## src/rtl/stamp_counter_regs_pkg.sv

```systemverilog
// Shared constants for the timestamp counter register slave: word offsets, CTRL bits,
// handshake states and the unmapped-address read value.
package stamp_counter_regs_pkg;

  localparam int unsigned COUNTER_REG_ADDR_WIDTH = 4;

  localparam logic [31:0] ADDR_CTRL    = 32'd0;
  localparam logic [31:0] ADDR_CNT_LO  = 32'd1;
  localparam logic [31:0] ADDR_CNT_HI  = 32'd2;
  localparam logic [31:0] ADDR_LOAD_LO = 32'd3;
  localparam logic [31:0] ADDR_LOAD_HI = 32'd4;
  localparam logic [31:0] ADDR_CAP_LO  = 32'd5;
  localparam logic [31:0] ADDR_CAP_HI  = 32'd6;
  localparam logic [31:0] ADDR_CAP_CNT = 32'd7;

  localparam int unsigned CTRL_ENABLE_BIT = 0;
  localparam int unsigned CTRL_CLEAR_BIT  = 1;

  localparam logic [31:0] BAD_ADDR_DATA = 32'hDEADBEEF;

  typedef enum logic [1:0] {
    StIdle    = 2'd0,
    StAck     = 2'd1,
    StWaitRel = 2'd2
  } hs_state_e;

endpackage

```

## src/rtl/stamp_counter_core.sv

```systemverilog
// 64-bit free-running timestamp counter with clear/preload/enable control and an
// external-event capture register plus wrapping event count.
module stamp_counter_core
  import stamp_counter_regs_pkg::*;
#(
  parameter logic [63:0] INC_STEP = 64'd1
) (
  input  logic        clk,
  input  logic        reset,
  input  logic        ctrl_wr,
  input  logic        load_lo_wr,
  input  logic        load_hi_wr,
  input  logic [31:0] wr_data,
  input  logic        capture_evt,
  output logic [63:0] cnt,
  output logic        enable,
  output logic [63:0] cap,
  output logic [31:0] cap_cnt
);

  logic [63:0] cnt_q, cnt_d;
  logic        enable_q, enable_d;
  logic [31:0] load_lo_q, load_lo_d;
  logic [63:0] cap_q, cap_d;
  logic [31:0] cap_cnt_q, cap_cnt_d;

  always_comb begin
    cnt_d     = cnt_q;
    enable_d  = enable_q;
    load_lo_d = load_lo_q;
    cap_d     = cap_q;
    cap_cnt_d = cap_cnt_q;

    if (ctrl_wr) begin
      enable_d = wr_data[CTRL_ENABLE_BIT];
    end
    if (load_lo_wr) begin
      load_lo_d = wr_data;
    end

    // Clear beats a load commit, which beats the increment; the increment uses the
    // enable that was in force before this cycle's CTRL write.
    if (ctrl_wr && wr_data[CTRL_CLEAR_BIT]) begin
      cnt_d = 64'd0;
    end else if (load_hi_wr) begin
      cnt_d = {wr_data, load_lo_q};
    end else if (enable_q) begin
      cnt_d = cnt_q + INC_STEP;
    end

    // Capture sees the pre-update counter, so a coincident clear/load is not visible.
    if (capture_evt) begin
      cap_d     = cnt_q;
      cap_cnt_d = cap_cnt_q + 32'd1;
    end
  end

  always_ff @(posedge clk) begin
    if (reset) begin
      cnt_q     <= 64'd0;
      enable_q  <= 1'b0;
      load_lo_q <= 32'd0;
      cap_q     <= 64'd0;
      cap_cnt_q <= 32'd0;
    end else begin
      cnt_q     <= cnt_d;
      enable_q  <= enable_d;
      load_lo_q <= load_lo_d;
      cap_q     <= cap_d;
      cap_cnt_q <= cap_cnt_d;
    end
  end

  assign cnt     = cnt_q;
  assign enable  = enable_q;
  assign cap     = cap_q;
  assign cap_cnt = cap_cnt_q;

endmodule

```

## src/rtl/stamp_counter_regs.sv

```systemverilog
// Register-bus slave exposing the timestamp counter: req/ack handshake FSM, address
// decode, atomic LO/HI read shadow and registered read data.
module stamp_counter_regs
  import stamp_counter_regs_pkg::*;
#(
  parameter int unsigned REG_ADDR_WIDTH = COUNTER_REG_ADDR_WIDTH,
  parameter logic [63:0] INC_STEP       = 64'd1
) (
  input  logic                      clk,
  input  logic                      reset,
  input  logic                      counter_reg_req,
  input  logic                      counter_reg_rd_wr_L,
  input  logic [REG_ADDR_WIDTH-1:0] counter_reg_addr,
  input  logic [31:0]               counter_reg_wr_data,
  output logic                      counter_reg_ack,
  output logic [31:0]               counter_reg_rd_data,
  input  logic                      capture_evt,
  output logic [63:0]               stamp_counter
);

  hs_state_e   state_q, state_d;
  logic        ack_q;
  logic [31:0] rd_data_q, rd_data_d;
  logic [31:0] hi_shadow_q, hi_shadow_d;
  logic [31:0] rd_mux;
  logic [31:0] addr_word;
  logic        access, rd_en, wr_en;
  logic        ctrl_wr, load_lo_wr, load_hi_wr;
  logic [63:0] cnt;
  logic        enable;
  logic [63:0] cap;
  logic [31:0] cap_cnt;

  assign addr_word = 32'(counter_reg_addr);

  // Accesses execute only on the IDLE->ACK transition, so a lingering req never repeats one.
  assign access     = (state_q == StIdle) && counter_reg_req;
  assign rd_en      = access && counter_reg_rd_wr_L;
  assign wr_en      = access && !counter_reg_rd_wr_L;
  assign ctrl_wr    = wr_en && (addr_word == ADDR_CTRL);
  assign load_lo_wr = wr_en && (addr_word == ADDR_LOAD_LO);
  assign load_hi_wr = wr_en && (addr_word == ADDR_LOAD_HI);

  stamp_counter_core #(
    .INC_STEP (INC_STEP)
  ) u_core (
    .clk         (clk),
    .reset       (reset),
    .ctrl_wr     (ctrl_wr),
    .load_lo_wr  (load_lo_wr),
    .load_hi_wr  (load_hi_wr),
    .wr_data     (counter_reg_wr_data),
    .capture_evt (capture_evt),
    .cnt         (cnt),
    .enable      (enable),
    .cap         (cap),
    .cap_cnt     (cap_cnt)
  );

  always_comb begin
    rd_mux = BAD_ADDR_DATA;
    case (addr_word)
      ADDR_CTRL:    rd_mux = {31'd0, enable};
      ADDR_CNT_LO:  rd_mux = cnt[31:0];
      ADDR_CNT_HI:  rd_mux = hi_shadow_q;
      ADDR_LOAD_LO: rd_mux = 32'd0;
      ADDR_LOAD_HI: rd_mux = 32'd0;
      ADDR_CAP_LO:  rd_mux = cap[31:0];
      ADDR_CAP_HI:  rd_mux = cap[63:32];
      ADDR_CAP_CNT: rd_mux = cap_cnt;
      default:      rd_mux = BAD_ADDR_DATA;
    endcase
  end

  always_comb begin
    rd_data_d   = rd_data_q;
    hi_shadow_d = hi_shadow_q;
    if (rd_en) begin
      rd_data_d = rd_mux;
      if (addr_word == ADDR_CNT_LO) begin
        hi_shadow_d = cnt[63:32];
      end
    end
  end

  always_comb begin
    state_d = state_q;
    unique case (state_q)
      StIdle:    if (counter_reg_req) state_d = StAck;
      StAck:     state_d = StWaitRel;
      StWaitRel: if (!counter_reg_req) state_d = StIdle;
      default:   state_d = StIdle;
    endcase
  end

  always_ff @(posedge clk) begin
    if (reset) begin
      state_q     <= StIdle;
      ack_q       <= 1'b0;
      rd_data_q   <= 32'd0;
      hi_shadow_q <= 32'd0;
    end else begin
      state_q     <= state_d;
      ack_q       <= (state_d == StAck);
      rd_data_q   <= rd_data_d;
      hi_shadow_q <= hi_shadow_d;
    end
  end

  assign counter_reg_ack     = ack_q;
  assign counter_reg_rd_data = rd_data_q;
  assign stamp_counter       = cnt;

endmodule

```

## config.mk

```make
export PLATFORM = sky130hd
export DESIGN_NAME = stamp_counter_regs
export DESIGN_NICKNAME = d
export VERILOG_FILES = /design/src/rtl/stamp_counter_regs_pkg.sv /design/src/rtl/stamp_counter_core.sv /design/src/rtl/stamp_counter_regs.sv
export SDC_FILE = /design/constraint.sdc
export NUM_CORES = 1
export LEC_CHECK = 0
export ABC_AREA = 1
export BUFFER_PORTS_ARGS = -buffer_cell sky130_fd_sc_hd__buf_2
export CAP_MARGIN = 10
export CORE_MARGIN = 3
export CORE_UTILIZATION = 64
export CTS_CLUSTER_SIZE = 14
export DETAILED_ROUTE_END_ITERATION = 10
export PLACE_DENSITY = 0.92
export REMOVE_ABC_BUFFERS = 1
export SLEW_MARGIN = 20
export SYNTH_ARGS = -nofsm -noshare
export SYNTH_HDL_FRONTEND = slang
export SYNTH_SLANG_ARGS = --single-unit
```

## constraint.sdc

```tcl
create_clock -name clk -period 3.1 [get_ports clk]
set_input_delay 0.465 -clock clk [delete_from_list [all_inputs] [get_ports clk]]
set_output_delay 0.465 -clock clk [all_outputs]
set_load 0.01 [all_outputs]
```

==> results.json <==
{
  "status": "finished, final reports clean",
  "r2r_slack_ns": 0.66,
  "postCtsSetupBuffers": 0,
  "drt_iter0_drc": 2283,
  "slew_headroom_pct": 33.1,
  "seq_area_sq_um": 5200,
  "cts.path.max_buffers": 3,
  "synth_common_cells": "nand2_1 (350), dfxtp_1 (260), a21oi_1 (234), o21ai_0 (228), nor2_1 (203)",
  "worstSkewPairLatency_ns": 0.55,
  "drc": 0,
  "stdcell_area_sq_um": 14400,
  "antenna_found_initial": 0,
  "num_rows": 50,
  "drt-pass1-iter-count": 8,
  "diodes": 0,
  "post-place-ws_ns": 0.685,
  "gp_congestion": 1.04,
  "drt_wl_total_mm": 44.8,
  "synth.distinct_cells": 33,
  "tightestPinTransition_ns": 1.00,
  "worst-setup-path-type": "register to register",
  "grt_pass1_wl_mm": 70.2,
  "p_per_area_nw_per_um2": 499,
  "required_ns": 3.51,
  "p_switching_uw": 1710,
  "synthTopCellsByArea": "dfxtp_1 (41%), nand2_1 (10%), a21oi_1 (9.2%), o21ai_0 (9.0%), nor2_1 (6.0%)",
  "ys.flop_type": "dfxtp_1",
  "cts_tree": "built",
  "cts_root_buffer": "clkbuf_16",
  "initial_core_util_pct": 66.6,
  "synth_cells": 1895,
  "r2r_end": "u_core.cnt[30]",
  "grt_use_total_pct": 39.9,
  "setup_viol": 0,
  "synth_seq_cells": 260,
  "power_uw": 7190,
  "multi_input_area_sq_um": 6400,
  "grt-ovfl-total": 0,
  "max_freq_mhz": 409,
  "crit_path_end_kind": "register",
  "first_global_vias": 13200,
  "synth_area_leader_cell": "dfxtp_1",
  "hold_violations": 0,
  "worstPathArrival_ns": 2.86,
  "synth_most_common_cell": "nand2_1",
  "skew_ns": 0.0300,
  "fin_crit_sh_pct": 78.8,
  "viasPerCell": 6.28,
  "netlist_area_sq_um": 12700,
  "n_fill_cell": 1549,
  "die_area_sq_um": 21600,
  "fin_ws_ns": 0.658,
  "die_h_um": 147,
  "clockPowerShare_pct": 46.1,
  "io_pins": 138,
  "async_flop_share_pct": 0,
  "pwr-share-comb_pct": 5.6,
  "path_max_fanout": 33,
  "timing.critical_path.from": "state_q[0]",
  "dp_hpwl_mm": 30.6,
  "clock-sinks": 260,
  "grt_max_degree": 174,
  "rsz0062_at_grt": "no",
  "yosysSeqAreaShare_pct": 40.9,
  "final_nets": 2023,
  "maxCapViolations": 0,
  "min_period_ns": 2.44,
  "holdBufCountCts": 0,
  "path_clk_slew_ns": 0.06,
  "die-width_um": 147,
  "internal_power_uw": 5490,
  "synth_edf_count": 0,
  "numCtsBuffers": 27,
  "sequentialPowerShare_pct": 48.3,
  "switching_share_pct": 23.7,
  "avgSynthCellArea_sq_um": 6.72,
  "drive_gt1_share_pct": 11.1,
  "syn_to_final_growth_pct": 13.1,
  "holdCritStartpoint": "counter_reg_wr_data[5]",
  "synth_warnings": 0,
  "startpoint_type": "register",
  "yosysTopAreaCellShare_pct": 40.9,
  "total_leakage_power_uw": 0.00537,
  "ir_worst_vdd_mv": 0.442,
  "place_area_sq_um": 13500,
  "numPortBuffers": 137,
  "drv_slew": 0,
  "post_cts_resized": 0,
  "ant_nets": 0,
  "ctsHtreeMaxLevel": 1,
  "core_area_sq_um": 19100,
  "hold_path_class": "input pin to register",
  "wl_per_cell_um": 19.8,
  "vias": 14200,
  "ff2ff_path_depth": 7,
  "crit_end": "u_core.cnt[30]",
  "r2r_start": "state_q[0]"
}
## power by group through the flow
| stage | clock network [uW] | logic (uW) | registers (uW) |
|---|---|---|---|
| 4_1_cts | 3300 | 394 | 3470 |
| 6_report | 3320 | 405 | 3470 |
| 3_5_place_dp | 0 | 389 | 3540 |
| 3_3_place_gp | 0 | 381 | 3540 |
| 2_1_floorplan | 0 | 193 | 3540 |
| 5_1_grt | 3430 | 440 | 3480 |
## critical path, stage by stage, from the launching register on
cell,delay [ns]
dfxtp_1,0.31
nor2_1,0.14
nand2_1,0.15
nor2_2,0.25
nand3_1,0.24
o21ai_4,0.83
buf_12,0.29
nor2_1,0.08
## metrics by stage
stage | instances | utilization (%) | TNS [ns] | hold slack [ns]
after global routing | 2260 | 75.3 | 0 | 0.191
after floorplan | 1797 | - | -45.68 | 0.415
after CTS | 2260 | 75.3 | 0 | 0.183
after detailed placement | 2211 | 70.6 | 0 | 0.450
after global placement | 2211 | 70.6 | 0 | 0.433
final | 2260 | 75.3 | 0 | 0.175
## logic make-up after synthesis
family	after synthesis	synth area share, %
simple gates	739	24.4
compound gates	576	23.7
buf+inv	293	9.12
flops	260	40.9
xor+xnor	25	1.72
fa+ha+maj	2	0.196
## flip-flops by register name, summed over array words and instances (netlist names)
| register | cells |
|---|---|
| counter_reg_ack | 1 |
| counter_reg_rd_data | 32 |
| hi_shadow_q | 32 |
| state_q | 2 |
| u_core.cap | 64 |
| u_core.cap_cnt | 32 |
| u_core.cnt | 64 |
| u_core.enable | 1 |
| u_core.load_lo_q | 32 |
## routing by layer
layer	GRT usage, %	wire, um	part of all wire, %	up-vias
met4	15.7	2080	4.7	0
met3	6.97	5890	13	169
met5	0	0	0	-
li1	-	-	-	6492
met2	63.3	19800	44	1065
met1	54.4	17000	38	6456
## worst min-delay path by stage
stage	slack, ns	end	cells after the start
after floorplan	0.41	state_q[1]	1
after global placement	0.43	state_q[1]	1
after detailed placement	0.45	state_q[1]	1
after CTS	0.18	u_core.load_lo_q[5]	3
after global routing	0.19	u_core.load_lo_q[9]	3
final	0.18	u_core.load_lo_q[5]	3
## placed cells by master, fill, tap and decap left out, drive strengths merged
cell      count
a211oi       24
a21oi       234
a31o          3
a31oi        10
a41oi         1
buf         154
bufinv        3
clkbuf       37
clkinv        7
clkinvlp      1
dfxtp       260
ha            2
inv         196
nand2       351
nand3       123
nand3b        3
nand4        20
nor2        214
nor3         22
nor3b         3
nor4          3
o211ai        2
o21ai       270
o22ai        32
xor2         25
## cell type report
class                      count  area share, %
clock buffer                  37           5.23
clock inverter                12          0.981
inverter                     195           5.10
multi-input combinational   1342           44.4
sequential                   260           36.1
tap                          260           2.26
timing repair buffer         154           5.92
Note: power is estimated with default switching activity, not from simulation.
